### config.mk
export PLATFORM = sky130hd
export DESIGN_NAME = mem_wb_stage
export DESIGN_NICKNAME = d
export VERILOG_FILES = /design/src/rtl/mem_wb_stage.sv
export SDC_FILE = /design/constraint.sdc
export NUM_CORES = 1
export LEC_CHECK = 0
export ABC_AREA = 1
export BUFFER_PORTS_ARGS = -buffer_cell sky130_fd_sc_hd__buf_2
export CAP_MARGIN = 15
export CORE_MARGIN = 3
export CORE_UTILIZATION = 25
export CTS_BUF_LIST = sky130_fd_sc_hd__clkbuf_16
export DETAILED_ROUTE_END_ITERATION = 12
export HOLD_SLACK_MARGIN = 0.02
export MAX_ROUTING_LAYER = met4
export PLACE_DENSITY = 0.58
export SYNTH_ARGS = -nofsm -noshare
export SYNTH_HDL_FRONTEND = slang
export SYNTH_SLANG_ARGS = --single-unit
### constraint.sdc
create_clock -name clk -period 2.2 [get_ports clk]
set_input_delay 0.11 -clock clk [delete_from_list [all_inputs] [get_ports clk]]
set_output_delay 0.11 -clock clk [all_outputs]
set_load 0.03 [all_outputs]
### src/rtl/mem_wb_stage.sv
// MEM/WB pipeline register with load-data extraction, writeback source select,
// a forwarding copy of the committed result and a retired-instruction counter.
module mem_wb_stage #(
    parameter int XLEN  = 32,
    parameter int CNT_W = 32
) (
    input  logic             clk,
    input  logic             rstn,
    input  logic             stall,
    input  logic             flush,
    input  logic             in_valid,
    input  logic             in_reg_write,
    input  logic [4:0]       in_rd,
    input  logic [1:0]       in_wb_sel,
    input  logic [2:0]       in_funct3,
    input  logic [XLEN-1:0]  in_alu_result,
    input  logic [XLEN-1:0]  in_mem_rdata,
    input  logic [XLEN-1:0]  in_pc_plus4,
    input  logic [XLEN-1:0]  in_imm,
    output logic [4:0]       waddr,
    output logic [XLEN-1:0]  wdata,
    output logic             regWrite,
    output logic             wb_valid,
    output logic [4:0]       fwd_rd,
    output logic [XLEN-1:0]  fwd_data,
    output logic             fwd_en,
    output logic [CNT_W-1:0] instret
);

    localparam logic [2:0] F3_LB  = 3'b000;
    localparam logic [2:0] F3_LH  = 3'b001;
    localparam logic [2:0] F3_LBU = 3'b100;
    localparam logic [2:0] F3_LHU = 3'b101;

    localparam logic [1:0] WB_ALU  = 2'b00;
    localparam logic [1:0] WB_LOAD = 2'b01;
    localparam logic [1:0] WB_PC4  = 2'b10;

    // Sign- or zero-extend a loaded byte/half to the full datapath width.
    function automatic logic [XLEN-1:0] ext_byte(input logic [7:0] b, input logic sgn);
        logic signed [XLEN-1:0] s;
        s = XLEN'(signed'(b));
        return sgn ? s : {{(XLEN-8){1'b0}}, b};
    endfunction

    function automatic logic [XLEN-1:0] ext_half(input logic [15:0] h, input logic sgn);
        logic signed [XLEN-1:0] s;
        s = XLEN'(signed'(h));
        return sgn ? s : {{(XLEN-16){1'b0}}, h};
    endfunction

    logic [1:0]       off;
    logic [7:0]       byte_sel;
    logic [15:0]      half_sel;
    logic [XLEN-1:0]  load_data;
    logic [XLEN-1:0]  wb_data;
    logic             we_next;

    logic             valid_q,   valid_d;
    logic [4:0]       waddr_q,   waddr_d;
    logic [XLEN-1:0]  wdata_q,   wdata_d;
    logic             we_q,      we_d;
    logic [CNT_W-1:0] instret_q, instret_d;

    assign off = in_alu_result[1:0];

    always_comb begin
        byte_sel = in_mem_rdata[7:0];
        case (off)
            2'd0: byte_sel = in_mem_rdata[7:0];
            2'd1: byte_sel = in_mem_rdata[15:8];
            2'd2: byte_sel = in_mem_rdata[23:16];
            2'd3: byte_sel = in_mem_rdata[31:24];
            default: byte_sel = in_mem_rdata[7:0];
        endcase
        half_sel = off[1] ? in_mem_rdata[31:16] : in_mem_rdata[15:0];
    end

    // Unknown load encodings fall back to the full word.
    always_comb begin
        load_data = in_mem_rdata;
        case (in_funct3)
            F3_LB:   load_data = ext_byte(byte_sel, 1'b1);
            F3_LBU:  load_data = ext_byte(byte_sel, 1'b0);
            F3_LH:   load_data = ext_half(half_sel, 1'b1);
            F3_LHU:  load_data = ext_half(half_sel, 1'b0);
            default: load_data = in_mem_rdata;
        endcase
    end

    always_comb begin
        wb_data = in_imm;
        case (in_wb_sel)
            WB_ALU:  wb_data = in_alu_result;
            WB_LOAD: wb_data = load_data;
            WB_PC4:  wb_data = in_pc_plus4;
            default: wb_data = in_imm;
        endcase
    end

    assign we_next = in_valid & in_reg_write & (in_rd != 5'd0);

    // Flush beats stall; stall freezes everything including the counter.
    always_comb begin
        valid_d   = valid_q;
        waddr_d   = waddr_q;
        wdata_d   = wdata_q;
        we_d      = we_q;
        instret_d = instret_q;
        if (flush) begin
            valid_d = 1'b0;
            waddr_d = 5'd0;
            wdata_d = '0;
            we_d    = 1'b0;
        end else if (!stall) begin
            valid_d   = in_valid;
            waddr_d   = in_rd;
            wdata_d   = wb_data;
            we_d      = we_next;
            instret_d = instret_q + {{(CNT_W-1){1'b0}}, in_valid};
        end
    end

    always_ff @(posedge clk) begin
        if (!rstn) begin
            valid_q   <= 1'b0;
            waddr_q   <= 5'd0;
            wdata_q   <= '0;
            we_q      <= 1'b0;
            instret_q <= '0;
        end else begin
            valid_q   <= valid_d;
            waddr_q   <= waddr_d;
            wdata_q   <= wdata_d;
            we_q      <= we_d;
            instret_q <= instret_d;
        end
    end

    assign wb_valid = valid_q;
    assign waddr    = waddr_q;
    assign wdata    = wdata_q;
    assign regWrite = we_q;
    assign instret  = instret_q;

    assign fwd_rd   = waddr_q;
    assign fwd_data = wdata_q;
    assign fwd_en   = we_q;

endmodule

# Yosys cells after proc, flatten, opt, wreduce, memory -nomap -nowiden
# Cells that the tools add are included.
# op_classes
n_addsub	1
eq_ne	8
mux	4
bitwise_logic	5
n_reduce_logical	6
# op_table
operator	count
case mux 32 bit (4 select lines)	1
case mux 32 bit (3 select lines)	1
adder 32 x 1 -> 32 bit	1
case mux 8 bit (4 select lines)	1
two-way mux 16 bit	1
== test 2 bit (second input constant)	3
== test 3 bit (second input constant)	2
nonzero test 5 bit	1
== test 2 x 1 -> 1 bit (second input constant)	2
logical NOT 2 bit	2
== test 3 x 1 -> 1 bit (second input constant)	1
logical NOT 3 bit	1
NOT 1 bit	3
bitwise AND 1 bit	2
AND reduction 2 bit	1
OR reduction 2 bit	1
# totals
register_bits	71
input_bits	144
output_inout_bits	109
elab_cells	29

# Depth between registers and ports, before layout
# Gate-level depths: netlist of the first run.
# logic_depth
word_depth	4
depth_mapped	11
mapped_depth_nobuf	11

# Worst setup path before layout of the first run
# OpenSTA, ideal clock, no wires.
# synth_timing
path_kind	register to register
start	reg instret_q[0] (netlist: instret[0])
end	reg instret_q[20] (netlist: instret[20])
setup_time_ps	125
t_arrival_ps	1730
required_time_ps	2075
setup_slack_ps	345
stages_incl_launch_ff	10
n_path_buf	0
synth_period_minus_slack_ps	1855
path_cell_list	dfxtp_1 > ha_1 > ha_1 > nand3_4 > nor2_4 > nand3_4 > nor2_8 > nand3_1 > nand2_1 > nor2_2
# synth_via
elab_chain_cells	1
# synth_lines
element	line	rtl
start: declaration	63	logic [CNT_W-1:0] instret_q, instret_d;
start signal: assignment	136	instret_q <= instret_d;
adder 32 x 1 -> 32 bit	120	instret_d = instret_q + {{(CNT_W-1){1'b0}}, in_valid};
# Every way passes these cells.
# A chain may end at the register's enable or synchronous reset.

# Worst setup path after layout of the first run
# Same ends and word-level chain as after synthesis.

==> results of run 1 <==
## worst register-to-register path, stage by stage (launching register included)
cell     delay, ns
dfxtp_1       0.34
ha_1          0.24
ha_1          0.33
nand3_4       0.12
nor2_4        0.15
nand3_4       0.12
nor2_8        0.15
nand3_1       0.08
nand2_1       0.08
nor2_2        0.03
## cell usage in the layout, fill, tap and decap left out, types with 2 or more instances in the layout
master,count
o21ai_0,51
dlygate4sd3_1,3
o21ai_1,3
nand3_4,4
nand2_2,2
dfxtp_1,71
inv_1,53
nor3_1,3
o22ai_1,4
nand3b_1,12
nor2_2,5
a21oi_1,95
or2_2,30
clkbuf_16,9
nand2_1,285
nand3_1,23
nand4_1,5
nand3_2,2
xor2_1,5
buf_2,252
nor2_8,3
nor2_4,2
diode_2,2
buf_4,10
inv_6,2
ha_1,2
inv_8,2
nor2_1,160
inv_2,5
clkinvlp_4,3
## cell usage after synthesis
cell type,instances,area share
inv_1,53,0.038
ha_1,2,0.0047
xor2_1,5,0.0083
nand3_1,23,0.022
buf_6,3,0.0064
dfxtp_1,71,0.27
nor3_1,3,0.0028
nand3_4,4,0.013
nand4_1,5,0.0059
a211oi_1,1,0.0014
nand2_2,2,0.0024
nor2_2,4,0.0047
buf_4,40,0.057
nor2_1,161,0.11
o22ai_1,4,0.0047
o211ai_1,1,0.0014
nand3b_1,12,0.017
nand2_4,1,0.0021
or2_2,30,0.035
nor2_4,2,0.0043
a21oi_1,95,0.090
buf_2,8,0.0076
clkbuf_1,22,0.016
buf_1,2,0.0014
o21ai_0,51,0.048
nand2_1,285,0.20
inv_2,5,0.0035
o21ai_1,3,0.0028
nor2_8,3,0.011
nand3_2,2,0.0038
## metrics by stage
step,util,cells
2_1_floorplan,-,903
3_3_place_gp,0.318,1361
3_5_place_dp,0.318,1361
4_1_cts,0.334,1380
5_1_grt,0.334,1382
6_report,0.334,1382
## registers in the layout (all words and copies together) (netlist names)
signal	count
fwd_en	1
wb_valid	1
fwd_rd	5
instret	32
fwd_data	32
## how the worst max path moves through the flow
stage                            start     endpoint  slack [ns]  cells past startpoint
after floorplan             instret[0]  instret[20]        0.34                      9
after global routing        instret[0]  instret[20]        0.29                      9
after CTS                   instret[0]  instret[20]        0.44                      9
final                       instret[0]  instret[20]        0.45                      9
after detailed placement  in_wb_sel[0]  fwd_data[3]        0.37                     11
after global placement    in_wb_sel[0]  fwd_data[3]        0.38                     11
## routing by layer
layer,global-route usage,up-vias,share of wire
met5,-,-,0
met4,0.0436,0,0.017
li1,-,3226,-
met1,0.231,2733,0.46
met3,0.0226,19,0.052
met2,0.288,213,0.47
## power groups by stage
stage | Sequential, uW | Clock [uW] | Combinational (uW)
final | 1350 | 1450 | 800
after global routing | 1360 | 1570 | 892
after CTS | 1350 | 1520 | 803
after detailed placement | 1380 | 0 | 796
after global placement | 1380 | 0 | 799
after floorplan | 1440 | 0 | 460
## kinds of logic (layout without fill, tap and decap cells)
family,after synthesis,after routing,share of synthesized area
other cells,0,2,0
compound gates,155,155,0.148
flops,71,71,0.269
simple gates,537,537,0.441
xor+xnor,5,5,0.00827
buf+inv,133,340,0.129
fa+ha+maj,2,2,0.00473
## area by class of cell
| type | instances | area [um^2] |
|---|---|---|
| fill | 2343 | 13600 |
| sequential | 71 | 1420 |
| clock buffer | 9 | 225 |
| tap | 270 | 338 |
| multi-input combinational | 699 | 3190 |
| clock inverter | 7 | 62.6 |
| antenna | 2 | 5.00 |
| timing repair buffer | 266 | 1390 |
| inverter | 58 | 218 |
==> flow_metrics.py, run 1 <==
metrics = {
    "clocking": {
        "tritoncts": "built",
        "ctsResizeCount": 0,
        "root_buffer": "clkbuf_16",
        "clock_latency_ns": 0.34,
        "cts.clk_slew.worst_paths_ns": 0.07,
        "clock_path_buffers": 2,
        "cts.sink_count": 71,
        "cts_hold_buf": 3,
        "post_cts_buffers": 0,
        "cts_max_level": 3,
        "cts_made_buffers": 9,
    },
    "power_and_ir_drop": {
        "netSwitchingPower_uw": 1210,
        "p_int_uw": 2390,
        "p_leak_uw": 0.00347,
        "seqPwrFrac": 0.375,
        "ir_worst_vdd_mv": 0.362,
        "clkPwrFrac": 0.403,
        "combPwrFrac": 0.222,
        "power_density_mw_per_mm2": 526,
        "p_total_uw": 3600,
        "sw_frac_of_total": 0.336,
    },
    "critical_path": {
        "critPathBufInv": 0,
        "slowest_stage": "dfxtp_1",
        "cp.arrival_ns": 1.98,
        "required_ns": 2.43,
        "r2r_end": "instret[20]",
        "path_cells": "ha_1 > ha_1 > nand3_4 > nor2_4 > nand3_4 > nor2_8 > nand3_1 > nand2_1 > nor2_2",
        "regToRegSetupSlack_ns": 0.45,
        "worstPathMaxFanout": 7,
        "rr_worst_depth": 9,
        "cp-end-kind": "flop",
        "path_class": "reg2reg",
        "reg2reg_from": "instret[0]",
        "crit_path_start_kind": "flop",
        "path_delay_family": "simple AND/OR/NAND/NOR gates",
        "crit_path_max_incr_delay_ns": 0.34,
    },
    "sta": {
        "min_period_ns": 1.75,
        "finalMaxSlewViolations": 0,
        "worstMarginPinSlew_ns": 0.914,
        "finalSetupViolations": 0,
        "timing.final.ws_setup_ns": 0.450,
        "rsz0062_at_grt": "false",
        "fin_tns_setup_ns": 0,
        "skew_ns": 0.0128,
        "finalHoldViolCount": 0,
        "slew_headroom": 0.390,
        "fmax_mhz": 571,
        "period_share": 0.796,
        "holdWs_ns": 0.0388,
    },
    "floorplanning": {
        "initial_utilization": 0.258,
        "num_rows": 52,
        "design.die.area_mm2": 0.0230,
        "dieWidth_um": 152,
        "core-area_mm2": 0.0205,
        "die_h_um": 152,
        "ioPinCount": 253,
    },
    "place": {
        "hpwl_um": 15900,
        "place_congestion": 0.935,
        "portBuffers": 252,
        "pre_cts_slack_ns": 0.372,
        "placed_area_mm2": 0.00653,
    },
    "layout": {
        "fin_area_mm2": 0.00685,
        "layout-drive-gt1-share": 0.300,
        "nets": 1251,
        "area_growth_pct": 29.4,
    },
    "logic_synthesis": {
        "synth_cell_types": 30,
        "syn_nets": 1049,
        "ys_seq_elements": 71,
        "synthesis.area_mm2": 0.00529,
        "synth_warnings": 0,
        "yosysSeqAreaShare": 0.269,
        "syn_area_per_cell_um2": 5.86,
        "synthCells": 903,
    },
    "detailed_routing": {
        "wl_um": 20000,
        "antenna_left": 0,
        "drtPass1Iterations": 4,
        "vias": 6191,
        "routed_via_density": 4.48,
        "routedWlPerCell_um": 14.5,
        "drt-initial-drc-count": 349,
        "detail_route.drc_violations": 0,
    },
    "min_path": {
        "min_from": "in_rd[1]",
        "holdPathStages": 3,
        "hold_class": "in2reg",
        "hold_end": "fwd_rd[1]",
    },
    "global_route": {
        "grt_pass1_vias": 5671,
        "grtUsageTotal": 0.176,
        "grt-ovfl-total": 0,
        "grt_max_degree": 39,
        "antenna_found_initial": 2,
        "grt_first_pass_wirelength_um": 30500,
    },
    "flow_run": {
        "drv_cap": 0,
    },
    "run_status": {
        "status": "completed",
    },
}
(Power assumes the default switching activity.)
==> run 2: changes to the inputs <==
--- a/config.mk
+++ b/config.mk
@@ -5,7 +5,7 @@
 export SDC_FILE = /design/constraint.sdc
 export NUM_CORES = 1
 export LEC_CHECK = 0
-export ABC_AREA = 1
+export ABC_AREA = 0
 export BUFFER_PORTS_ARGS = -buffer_cell sky130_fd_sc_hd__buf_2
 export CAP_MARGIN = 15
 export CORE_MARGIN = 3
@@ -14,7 +14,7 @@
 export DETAILED_ROUTE_END_ITERATION = 12
 export HOLD_SLACK_MARGIN = 0.02
 export MAX_ROUTING_LAYER = met4
-export PLACE_DENSITY = 0.58
+export PLACE_DENSITY = 0.6
 export SYNTH_ARGS = -nofsm -noshare
 export SYNTH_HDL_FRONTEND = slang
 export SYNTH_SLANG_ARGS = --single-unit
==> constraint.sdc (replaced) <==
create_clock -name clk -period 1.7 [get_ports clk]
set_input_delay 0.085 -clock clk [delete_from_list [all_inputs] [get_ports clk]]
set_output_delay 0.085 -clock clk [all_outputs]
set_load 0.03 [all_outputs]
==> flow_metrics.py, run 2 <==
metrics = {
    "logic_synthesis": {
        "syn_area_per_cell_um2": 8.87,
        "synth_top_area_share": 0.305,
        "async_flop_share": 0,
        "netlist_top_cells_area": "dfxtp_1, mux2_2, buf_4",
        "yosysSeqAreaShare": 0.305,
        "synth_top_area_cell": "dfxtp_1",
        "synth_warnings": 0,
        "synth.most_common_cell": "dfxtp_1",
        "synth_edf_count": 0,
        "synthCells": 525,
        "ys_seq_elements": 71,
        "synth_cell_types": 58,
        "ys.flop_type": "dfxtp_1",
        "synthesis.area_mm2": 0.00466,
        "synthTopCellsByCount": "dfxtp_1, buf_4, nand2_1",
        "syn_nets": 671,
    },
    "sta": {
        "holdWs_ns": 0.0412,
        "fmax_mhz": 589,
        "timing.final.ws_setup_ns": 0.00354,
        "skew_ns": 0.00809,
        "period_share": 0.998,
        "finalMaxSlewViolations": 0,
        "finalHoldViolCount": 0,
        "slew_headroom": 0.599,
        "rsz0062_at_grt": "true",
        "min_period_ns": 1.70,
        "finalSetupViolations": 0,
        "worstMarginPinSlew_ns": 0.602,
    },
    "detailed_routing": {
        "routedWlPerCell_um": 17.4,
        "wl_um": 17600,
        "routed_via_density": 4.89,
        "vias": 4949,
        "antenna_left": 0,
        "detail_route.drc_violations": 0,
        "drtPass1Iterations": 4,
        "drt-initial-drc-count": 294,
    },
    "global_route": {
        "grt_first_pass_wirelength_um": 25900,
        "antenna_found_initial": 2,
        "grt_pass1_vias": 4643,
        "grt_max_degree": 41,
        "grtUsageTotal": 0.169,
        "grt-ovfl-total": 0,
    },
    "clocking": {
        "cts.sink_count": 71,
        "tritoncts": "built",
        "cts_made_buffers": 9,
        "root_buffer": "clkbuf_16",
        "clock_path_buffers": 2,
        "clock_latency_ns": 0.34,
        "cts.clk_slew.worst_paths_ns": 0.06,
        "cts_max_level": 3,
    },
    "floorplanning": {
        "ioPinCount": 253,
        "initial_utilization": 0.257,
        "dieWidth_um": 142,
        "die_h_um": 142,
        "design.die.area_mm2": 0.0203,
        "core-area_mm2": 0.0181,
        "num_rows": 49,
    },
    "critical_path": {
        "reg2reg_from": "instret[0]",
        "rr_worst_depth": 7,
        "r2r_end": "instret[22]",
        "cp.arrival_ns": 1.93,
        "path_class": "reg2reg",
        "required_ns": 1.93,
        "cp-end-kind": "flop",
        "regToRegSetupSlack_ns": 0.004,
        "worstPathMaxFanout": 7,
        "crit_path_start_kind": "flop",
    },
    "layout": {
        "area_growth_pct": 45.4,
        "nets": 922,
        "post-route-util": 0.373,
        "fin_cells": 1012,
        "layout-drive-gt1-share": 0.499,
        "fin_area_mm2": 0.00677,
        "layout_commonest_cell": "buf_2",
        "final_cell_mix": "buf_2, dfxtp_1, nand2_1",
    },
    "min_path": {
        "min_from": "in_mem_rdata[23]",
        "hold_class": "in2reg",
        "holdPathStages": 2,
        "hold_end": "fwd_data[23]",
    },
    "power_and_ir_drop": {
        "p_int_uw": 3540,
        "p_leak_uw": 0.00326,
        "power_density_mw_per_mm2": 715,
        "combPwrFrac": 0.193,
        "sw_frac_of_total": 0.269,
        "ir_worst_vdd_mv": 0.422,
        "seqPwrFrac": 0.358,
        "clkPwrFrac": 0.449,
        "netSwitchingPower_uw": 1300,
    },
    "place": {
        "placed_area_mm2": 0.00602,
        "place_congestion": 0.876,
        "place_inst": 965,
        "portBuffers": 252,
        "pre_cts_slack_ns": -0.0451,
        "hpwl_um": 13500,
    },
    "flow_run": {
        "drv_cap": 0,
    },
    "run_status": {
        "status": "completed",
    },
}
-- run 2: changes by cell type after synthesis, sizes merged, moves of 18 or more --
cell / delta
a21oi: -81
nand2: -245
and2: +28
nand3: -18
o21ai: -20
mux2: +31
a22oi: +19
nor2: -147
a221o: +31
inv: -43
or2: -30
-- run 2: power by group through the flow --
stage	Combinational [uW]	Sequential (uW)	Clock [uW]
after global placement	890	1770	0
after global routing	1020	1740	2310
final	937	1730	2170
after detailed placement	894	1770	0
after CTS	935	1740	2260
after floorplan	481	1840	0
-- run 2: worst max path at each step --
| stage | to | slack, ns | from | depth (start not counted) |
|---|---|---|---|---|
| floorplan | instret[28] | -0.05 | instret[0] | 7 |
| global placement | instret[28] | -0.02 | instret[0] | 7 |
| detailed placement | instret[28] | -0.05 | instret[0] | 7 |
| CTS | instret[26] | -0.04 | instret[0] | 7 |
| global route | instret[22] | -0.07 | instret[0] | 7 |
| finish | instret[22] | 0.004 | instret[0] | 7 |
-- run 2: stage by stage --
stage / setup TNS (ns) / total power [uW]
global route: -0.118 / 5070
detailed placement: -0.0895 / 2670
CTS: -0.0773 / 4930
finish: 0 / 4840
global placement: -0.0534 / 2660
floorplan: -0.0966 / 2320
-- run 2: critical path, stage by stage (launching register included) --
cell	delay, ns
dfxtp_4	0.36
ha_4	0.14
ha_4	0.12
and4bb_4	0.31
nand2_8	0.10
nor4_4	0.31
xor2_1	0.10
and2_1	0.16
-- run 2: repair_timing --
| action | in CTS | in global routing |
|---|---|---|
| resized for setup | 3 | 21 |
| hold buffers | 21 | 0 |
| cloned | 0 | 1 |
| pin swaps | 1 | 13 |
| hold endpoints to repair | 21 | 0 |
| buffers inserted | 0 | 8 |
| setup endpoints to repair | 3 | 34 |
-- run 2: area by class of cell --
class	instances	area, um^2
Fill cell	1857	11400
Multi-Input combinational cell	366	2840
Timing Repair Buffer	313	1800
Sequential cell	71	1450
Tap cell	229	287
Clock buffer	9	225
Clock inverter	7	111
Inverter	15	56.3
Antenna cell	2	5.00
-- run 2: logic make-up after synthesis --
group | synth area share
adders and majority gates | 0.00537
buffers and inverters | 0.118
xor gates and xnor gates | 0.0470
and+or+nand+nor | 0.186
AOI/OAI and AO/OA | 0.233
muxes | 0.106
DFF | 0.305
-- run 2: metal layers --
metal	GRT usage	wire length, um	share of wire	up-vias
met5	-	0	0	-
met4	0.0630	377	0.021	0
met3	0.0336	1070	0.061	25
met2	0.273	8570	0.49	178
met1	0.209	7560	0.43	2332
li1	-	-	-	2414
